**src/rtl/alu_pkg.sv**
```systemverilog
// Shared constants for the arbitrated ALU: opcodes, data width and the
// arbiter state encoding.
package alu_pkg;

   localparam int DATA_W = 8;

   localparam logic [2:0] OP_SUM  = 3'b000;
   localparam logic [2:0] OP_SUB  = 3'b001;
   localparam logic [2:0] OP_PROD = 3'b010;
   localparam logic [2:0] OP_DIV  = 3'b011;
   localparam logic [2:0] OP_MOD  = 3'b100;

   typedef enum logic [1:0] {
      IDLE = 2'd0,
      EXEC = 2'd1,
      RESP = 2'd2
   } state_t;

endpackage

```
**src/rtl/alu.sv**
```systemverilog
// Combinational unsigned 8-bit ALU; results truncate to the low byte.
// A zero divisor yields 0 here. The arbiter traps those cases and substitutes its own values.
module alu
   import alu_pkg::*;
(
   input  logic [2:0]        op,
   input  logic [DATA_W-1:0] a,
   input  logic [DATA_W-1:0] b,
   output logic [DATA_W-1:0] result
);

   always_comb begin
      result = '0;
      case (op)
         OP_SUM:  result = a + b;
         OP_SUB:  result = a - b;
         OP_PROD: result = a * b;
         OP_DIV:  result = (b == '0) ? '0 : a / b;
         OP_MOD:  result = (b == '0) ? '0 : a % b;
         default: result = '0;
      endcase
   end

endmodule

```
**src/rtl/alu_arbiter.sv**
```systemverilog
// Round-robin sharing of one ALU between two valid/ready requesters, with a
// single tagged response port and trapping of bad opcodes / zero divisors.
//
//   state | meaning
//   IDLE  | waiting for a request, grant offered combinationally
//   EXEC  | operands held in registers, counting down EXEC_CYCLES
//   RESP  | result held on rsp_* until the consumer takes it
module alu_arbiter
   import alu_pkg::*;
#(
   parameter int EXEC_CYCLES = 1
) (
   input  logic              clk_i,
   input  logic              rst_i,
   input  logic              req0_valid_i,
   output logic              req0_ready_o,
   input  logic [2:0]        req0_op_i,
   input  logic [DATA_W-1:0] req0_a_i,
   input  logic [DATA_W-1:0] req0_b_i,
   input  logic              req1_valid_i,
   output logic              req1_ready_o,
   input  logic [2:0]        req1_op_i,
   input  logic [DATA_W-1:0] req1_a_i,
   input  logic [DATA_W-1:0] req1_b_i,
   output logic              rsp_valid_o,
   input  logic              rsp_ready_i,
   output logic              rsp_id_o,
   output logic [DATA_W-1:0] rsp_result_o,
   output logic              rsp_err_o,
   output logic              busy_o
);

   localparam int CNT_W = (EXEC_CYCLES > 1) ? $clog2(EXEC_CYCLES) : 1;
   localparam logic [CNT_W-1:0] CNT_LOAD = CNT_W'(EXEC_CYCLES - 1);

   state_t            state_q, state_d;
   logic [2:0]        op_q;
   logic [DATA_W-1:0] a_q, b_q;
   logic              id_q;
   logic              ptr_q;
   logic [CNT_W-1:0]  cnt_q;
   logic [DATA_W-1:0] rsp_result_q;
   logic              rsp_err_q;
   logic              rsp_id_q;

   logic              grant_id;
   logic              accept;
   logic [2:0]        op_sel;
   logic [DATA_W-1:0] a_sel, b_sel;
   logic [DATA_W-1:0] alu_result;
   logic [DATA_W-1:0] trap_result;
   logic              trap_err;

   // With both valid the requester that did not win last time is served.
   assign grant_id = (req0_valid_i && req1_valid_i) ? ~ptr_q : req1_valid_i;
   assign accept   = (state_q == IDLE) && (req0_valid_i || req1_valid_i) && !rst_i;

   assign req0_ready_o = accept && !grant_id;
   assign req1_ready_o = accept && grant_id;

   assign op_sel = grant_id ? req1_op_i : req0_op_i;
   assign a_sel  = grant_id ? req1_a_i  : req0_a_i;
   assign b_sel  = grant_id ? req1_b_i  : req0_b_i;

   alu u_alu (
      .op     (op_q),
      .a      (a_q),
      .b      (b_q),
      .result (alu_result)
   );

   always_comb begin
      trap_err    = 1'b0;
      trap_result = alu_result;
      case (op_q)
         OP_SUM, OP_SUB, OP_PROD: ;
         OP_DIV: begin
            if (b_q == '0) begin
               trap_err    = 1'b1;
               trap_result = '1;
            end
         end
         OP_MOD: begin
            if (b_q == '0) begin
               trap_err    = 1'b1;
               trap_result = a_q;
            end
         end
         default: begin
            trap_err    = 1'b1;
            trap_result = '0;
         end
      endcase
   end

   always_ff @(posedge clk_i or posedge rst_i) begin
      if (rst_i) begin
         state_q <= IDLE;
      end else begin
         state_q <= state_d;
      end
   end

   always_comb begin
      state_d = state_q;
      case (state_q)
         IDLE:    if (accept) state_d = EXEC;
         EXEC:    if (cnt_q == '0) state_d = RESP;
         RESP:    if (rsp_ready_i) state_d = IDLE;
         default: state_d = IDLE;
      endcase
   end

   always_ff @(posedge clk_i or posedge rst_i) begin
      if (rst_i) begin
         op_q         <= '0;
         a_q          <= '0;
         b_q          <= '0;
         id_q         <= 1'b0;
         ptr_q        <= 1'b1;
         cnt_q        <= '0;
         rsp_result_q <= '0;
         rsp_err_q    <= 1'b0;
         rsp_id_q     <= 1'b0;
      end else if (accept) begin
         op_q  <= op_sel;
         a_q   <= a_sel;
         b_q   <= b_sel;
         id_q  <= grant_id;
         ptr_q <= grant_id;
         cnt_q <= CNT_LOAD;
      end else if (state_q == EXEC) begin
         if (cnt_q == '0) begin
            rsp_result_q <= trap_result;
            rsp_err_q    <= trap_err;
            rsp_id_q     <= id_q;
         end else begin
            cnt_q <= cnt_q - 1'b1;
         end
      end
   end

   assign rsp_valid_o  = (state_q == RESP);
   assign busy_o       = (state_q != IDLE);
   assign rsp_id_o     = rsp_id_q;
   assign rsp_result_o = rsp_result_q;
   assign rsp_err_o    = rsp_err_q;

endmodule

```
**config.mk**
```make
export PLATFORM = sky130hd
export DESIGN_NAME = alu_arbiter
export DESIGN_NICKNAME = d
export VERILOG_FILES = /design/src/rtl/alu_pkg.sv /design/src/rtl/alu.sv /design/src/rtl/alu_arbiter.sv
export SDC_FILE = /design/constraint.sdc
export NUM_CORES = 1
export LEC_CHECK = 0
export BUFFER_PORTS_ARGS = -buffer_cell sky130_fd_sc_hd__buf_2
export CORE_MARGIN = 3
export CORE_UTILIZATION = 61
export DETAILED_ROUTE_END_ITERATION = 12
export GPL_ROUTABILITY_DRIVEN = 0
export PLACE_DENSITY = 0.86
export SLEW_MARGIN = 20
export SYNTH_ARGS = -nofsm -noshare
export SYNTH_HDL_FRONTEND = slang
export SYNTH_HIERARCHICAL = 1
export SYNTH_SLANG_ARGS = --single-unit
```
**constraint.sdc**
```tcl
create_clock -name clk_i -period 16.8 [get_ports clk_i]
set_input_delay 3.36 -clock clk_i [delete_from_list [all_inputs] [get_ports clk_i]]
set_output_delay 3.36 -clock clk_i [all_outputs]
set_load 0.02 [all_outputs]
```
==> flow_summary.yaml, run 1 <==
run_status:
  outcome: "completed"
clocking:
  clk_path_buf_depth: 2
  path_clk_slew_ps: 70
  cts_tree: "yes"
  htree_num_levels: 2
  cts_setup_buffers: 0
  root_buffer: "clkbuf_8"
  worstSkewPairLatency_ps: 290
  cts_buffers: 5
  cts_resized: 0
  hold_buffers: 0
  cts_sinks: 33
sta:
  max_freq_mhz: 71.1
  skew_ps: 7.16
  slew_headroom: 0.483
  setup_viol: 0
  rsz0062_at_grt: "false"
  tns_ps: 0
  worstMarginPinSlew_ps: 775
  period_minus_slack_ps: 14060
  finalCritPeriodShare: 0.837
  maxSlewViolCount: 0
  whs_ps: 506
  hold_violations: 0
global_route:
  grt.busiest_layer: "met2"
  antenna_found_initial: 0
  grt_remaining_overflow: 0
  grt_usage: 0.321
  grt_pass1_wl_mm: 22.8
  grt_start_max_net_pins: 34
  grt_util_met2: 0.524
  grt_pass1_vias: 4823
  use_met1: 0.406
  met3_usage: 0.0663
place:
  dp_hpwl_mm: 10.7
  io_buffers: 56
  placed_cells: 722
yosys:
  synth_nets: 705
  synth-seq-cells: 33
  avgSynthCellArea_um2: 8.35
  postSynth.asyncResetShare: 1.00
  syn-cell-area_mm2: 0.00487
  synth_cell_types: 70
  ys_seq_area_frac: 0.170
  synth_edf_count: 0
  ys.flop_type: "dfrtp_1"
  synth-warning-count: 6
  netlist_instances: 584
routing:
  post_drt_wl_per_cell_um: 19.3
  drt_wl_total_mm: 14.1
  drt_iter0_drc: 591
  drc_errors: 0
  first_pass_iters: 8
  drt.antenna.violating_nets: 0
  drt-vias-per-instance: 6.77
  vias: 4941
setup_path:
  startpoint_type: "flip-flop"
  crit_type: "reg -> reg"
  path_common_cell: "ha_1"
  crit_fanout: 13
  rr_endpoint: "rsp_result_o[3]"
  reg2reg_setup_slack_ps: 2740
  worstPathRequired_ps: 16980
  cpMaxStageDelayCell: "nor4_2"
  reg2reg_from: "b_q[7]"
  reg2regPathDepth: 47
  cp.arrival_ps: 14240
  end_kind: "flip-flop"
  crit_start: "b_q[7]"
  cpPeakStageDelay_ps: 740
floorplan:
  rows: 31
  initial_core_util: 0.651
  die_w_um: 95.4
  die_h_um: 95.4
  core_area_mm2: 0.00749
  pin_count: 57
  die_area_mm2: 0.00910
cells_and_area:
  diodes: 0
  nets: 751
  area.growth.synth_to_final_pct: 9.65
  drive_above_1_share: 0.154
  final_cells: 730
worst_hold_path:
  hold_depth: 1
  hold_start: "id_q"
  min_to: "id_q"
  hold_class: "reg -> reg"
flow_run:
  drv_cap: 0
==> cells by family (layout without fill, tap and decap cells) <==
group / Yosys count / after routing / share of synthesized area
AOI/OAI and AO/OA: 170 / 170 / 0.275
and+or+nand+nor: 168 / 168 / 0.171
buffers and inverters: 85 / 132 / 0.0693
adders and majority gates: 78 / 78 / 0.222
xor gates and xnor gates: 42 / 42 / 0.0755
DFF: 33 / 33 / 0.170
muxes: 8 / 8 / 0.0180
==> through the flow <==
stage	cell area [um^2]	worst slack, ps	util
global placement	5220	3490	0.697
global route	5350	1880	0.714
detailed placement	5220	2840	0.697
floorplan	4870	4770	-
finish	5350	2740	0.714
CTS	5330	2810	0.713
==> cell usage after synthesis (4+ instances only) <==
master / instances / area share
inv_1: 63 / 0.049
nand3_1: 4 / 0.0041
or3_1: 8 / 0.010
a221o_1: 11 / 0.023
clkbuf_1: 15 / 0.012
o31ai_1: 5 / 0.0077
a21o_1: 17 / 0.026
a21oi_1: 22 / 0.023
and2_1: 10 / 0.013
fa_1: 14 / 0.057
ha_1: 64 / 0.16
or2_2: 4 / 0.0051
o21a_1: 8 / 0.012
nand2_1: 44 / 0.034
o211ai_1: 5 / 0.0077
a31o_2: 4 / 0.0072
xnor2_1: 30 / 0.054
a22oi_1: 5 / 0.0077
a31oi_1: 5 / 0.0064
a211oi_1: 12 / 0.018
nand2b_1: 6 / 0.0077
nor2_1: 47 / 0.036
dfrtp_1: 32 / 0.16
o21ai_0: 24 / 0.025
nor2b_1: 7 / 0.0090
a222oi_1: 21 / 0.043
xor2_1: 12 / 0.022
mux2_2: 6 / 0.014
nor3_1: 17 / 0.017
==> per-layer routing <==
layer,vias to the layer above,wire length [um]
li1,2244,-
met1,2327,5610
met2,316,6560
met3,54,1390
met4,0,503
met5,-,0
==> final cells by class <==
cell class | instances | area (um^2)
clock buffer | 5 | 68.8
clock inverter | 3 | 46.3
fill | 576 | 2140
inverter | 64 | 240
multi-input combinational | 466 | 3730
sequential | 33 | 827
tap | 99 | 124
timing repair buffer | 60 | 310
==> layout by cell type (no fill, tap or decap), types with 21 or more instances in the layout <==
master,Yosys,layout
nand2_1,44,44
nor2_1,47,47
ha_1,64,64
a222oi_1,21,21
a21oi_1,22,22
dfrtp_1,32,32
inv_1,63,63
xnor2_1,30,30
buf_2,3,56
o21ai_0,24,23
==> worst max-delay path by stage <==
| stage | slack (ps) | cells after the start | end |
|---|---|---|---|
| 6_report | 2740 | 47 | rsp_result_o[3] |
| 5_1_grt | 1880 | 46 | rsp_result_o[3] |
| 2_1_floorplan | 4770 | 47 | rsp_result_o[0] |
| 3_3_place_gp | 3490 | 47 | rsp_result_o[3] |
| 4_1_cts | 2810 | 47 | rsp_result_o[3] |
| 3_5_place_dp | 2840 | 47 | rsp_result_o[3] |
==> critical path, delay by kind of cell (launching register included) <==
| family | cells | cell delay, ps |
|---|---|---|
| AO/OA/AOI/OAI | 26 | 7890 |
| AND/OR/NAND/NOR | 12 | 3110 |
| adder cells (fa/ha/maj) | 7 | 2080 |
| buffers and inverters | 2 | 330 |
| flip-flops | 1 | 520 |
==> flip-flops by register name (all words and copies together), names as in the netlist <==
name / count
ptr_q: 1
op_q: 3
rsp_result_o: 8
id_q: 1
a_q: 8
state_q: 2
rsp_id_o: 1
b_q: 8
rsp_err_o: 1
Power of run 1 is not shown: default switching activity piles up to over one toggle a cycle in this logic, so the estimate is an artifact.
==> inputs of run 2 (changes only) <==
--- a/config.mk
+++ b/config.mk
@@ -5,12 +5,13 @@
 export SDC_FILE = /design/constraint.sdc
 export NUM_CORES = 1
 export LEC_CHECK = 0
+export ABC_AREA = 1
 export BUFFER_PORTS_ARGS = -buffer_cell sky130_fd_sc_hd__buf_2
 export CORE_MARGIN = 3
-export CORE_UTILIZATION = 61
+export CORE_UTILIZATION = 55
 export DETAILED_ROUTE_END_ITERATION = 12
 export GPL_ROUTABILITY_DRIVEN = 0
-export PLACE_DENSITY = 0.86
+export PLACE_DENSITY = 0.81
 export SLEW_MARGIN = 20
 export SYNTH_ARGS = -nofsm -noshare
 export SYNTH_HDL_FRONTEND = slang
==> constraint.sdc (replaced) <==
create_clock -name clk_i -period 12.49 [get_ports clk_i]
set_input_delay 2.498 -clock clk_i [delete_from_list [all_inputs] [get_ports clk_i]]
set_output_delay 2.498 -clock clk_i [all_outputs]
set_load 0.02 [all_outputs]
==> flow_summary.yaml, run 2 <==
yosys:
  synth_top_area_share: 0.170
  synth_edf_count: 0
  synth-seq-cells: 33
  netlist_instances: 789
  ys.flop_type: "dfrtp_1"
  synth_top_cell_by_area: "nand2_1"
  syn-cell-area_mm2: 0.00526
  synth.area.top_cells: "nand2_1, dfrtp_1, ha_1, inv_1, nand3_1"
  synth_cell_types: 49
  avgSynthCellArea_um2: 6.67
  synth_most_common_cell: "nand2_1"
  synth_common_cells: "nand2_1, inv_1, ha_1"
  synth-warning-count: 6
  synth_nets: 910
  postSynth.asyncResetShare: 1.00
  ys_seq_area_frac: 0.157
run_status:
  outcome: "completed"
routing:
  vias: 5060
  drt.antenna.violating_nets: 0
  first_pass_iters: 5
  drc_errors: 0
  post_drt_wl_per_cell_um: 13.3
  drt-vias-per-instance: 5.24
  drt_wl_total_mm: 12.9
  drt_iter0_drc: 244
sta:
  maxSlewViolCount: 0
  setup_viol: 0
  slew_headroom: 0.472
  hold_violations: 0
  finalCritPeriodShare: 0.864
  rsz0062_at_grt: "false"
  tns_ps: 0
  whs_ps: 470
  max_freq_mhz: 92.6
  skew_ps: 4.88
  worstMarginPinSlew_ps: 792
  period_minus_slack_ps: 10790
cells_and_area:
  layout_common_cells: "nand2_1, inv_1, ha_1, nand3_1, buf_2"
  drive_above_1_share: 0.146
  nets: 956
  area.growth.synth_to_final_pct: 7.92
  diodes: 0
  final_cells: 965
  mostFrequentLayoutCell: "nand2_1"
global_route:
  grt_usage: 0.242
  antenna_found_initial: 0
  grt_remaining_overflow: 0
  grt_start_max_net_pins: 34
  grt_pass1_vias: 4756
  grt_pass1_wl_mm: 21.8
place:
  placed_cells: 957
  dp_hpwl_mm: 10.2
  io_buffers: 56
setup_path:
  worstPathRequired_ps: 12680
  cp.arrival_ps: 10980
  crit_type: "reg -> reg"
  end_kind: "flip-flop"
  crit_fanout: 14
  reg2regPathDepth: 70
  cpPeakStageDelay_ps: 710
  cpMaxStageDelayCell: "dfrtp_1"
  path_common_cell: "nand2_1"
  startpoint_type: "flip-flop"
clocking:
  clk_path_buf_depth: 2
  cts_tree: "yes"
  cts_resized: 0
  hold_buffers: 0
  cts_buffers: 5
  htree_num_levels: 2
  root_buffer: "clkbuf_8"
  cts_sinks: 33
  worstSkewPairLatency_ps: 300
  cts_setup_buffers: 0
  path_clk_slew_ps: 80
floorplan:
  die_w_um: 104
  die_h_um: 104
  die_area_mm2: 0.0108
  rows: 35
  initial_core_util: 0.567
  core_area_mm2: 0.00928
  pin_count: 57
flow_run:
  drv_cap: 0
worst_hold_path:
  hold_depth: 2
  hold_class: "reg -> reg"
## run 2: cell count changes in the layout (fill, tap and decap cells not counted), moves of 10 or more
cell / change
inv_1: +62
inv_2: +10
nand2_1: +194
xor2_1: +13
nand3_1: +54
a221o_1: -11
a21o_1: -14
nor2_1: -13
a211oi_1: -10
nor3_1: -12
xnor2_1: -17
a222oi_1: -21
## run 2: stage by stage
step                      setup slack [ps]  area [um^2]   util
after detailed placement              1880         5590  0.602
final                                 1700         5680  0.611
after floorplan                       3250         5260      -
after CTS                             1830         5680  0.611
after global placement                2160         5590  0.602
after global routing                   550         5680  0.611
## run 2: logic make-up (layout without fill, tap and decap cells)
family / after synthesis / count (layout) / share of synthesized area
compound gates: 103 / 103 / 0.122
flops: 33 / 33 / 0.157
xor+xnor: 38 / 38 / 0.0633
fa+ha+maj: 78 / 78 / 0.206
buf+inv: 155 / 202 / 0.121
simple gates: 382 / 382 / 0.331
## run 2: critical path: cells and delay by family, from the launching register on
| kind | cells | cell delay, ps |
|---|---|---|
| AOI/OAI and AO/OA | 14 | 2410 |
| adders and majority gates | 8 | 2400 |
| buffers and inverters | 13 | 1710 |
| DFF | 1 | 710 |
| and+or+nand+nor | 35 | 3380 |
## run 2: per-layer routing
layer,vias up,GRT usage,wire length (um)
met5,-,0,0
met4,0,0.0693,283
met3,24,0.0274,557
met2,137,0.418,6180
met1,2295,0.321,5860
li1,2604,-,-
## run 2: final cells by class
| type | count | area, um^2 |
|---|---|---|
| Multi-Input combinational cell | 601 | 3800 |
| Sequential cell | 33 | 827 |
| Inverter | 136 | 510 |
| Timing Repair Buffer | 58 | 295 |
| Clock buffer | 5 | 68.8 |
| Clock inverter | 3 | 17.5 |
| Fill cell | 875 | 3610 |
| Tap cell | 129 | 161 |
## run 2: path summary, 6_finish.rpt
check / startpoint / endpoint / slack [ps]
worst min register to register: ptr_q / ptr_q / 470
worst max register to register: b_q[0] / rsp_result_o[0] / 1700
max in group asynchronous: rst_i / ptr_q / 9870
min in group asynchronous: rst_i / a_q[0] / 2310
worst min-delay path: ptr_q / ptr_q / 470
worst max-delay path: b_q[0] / rsp_result_o[0] / 1700
Power of run 2 is left out for the same reason.
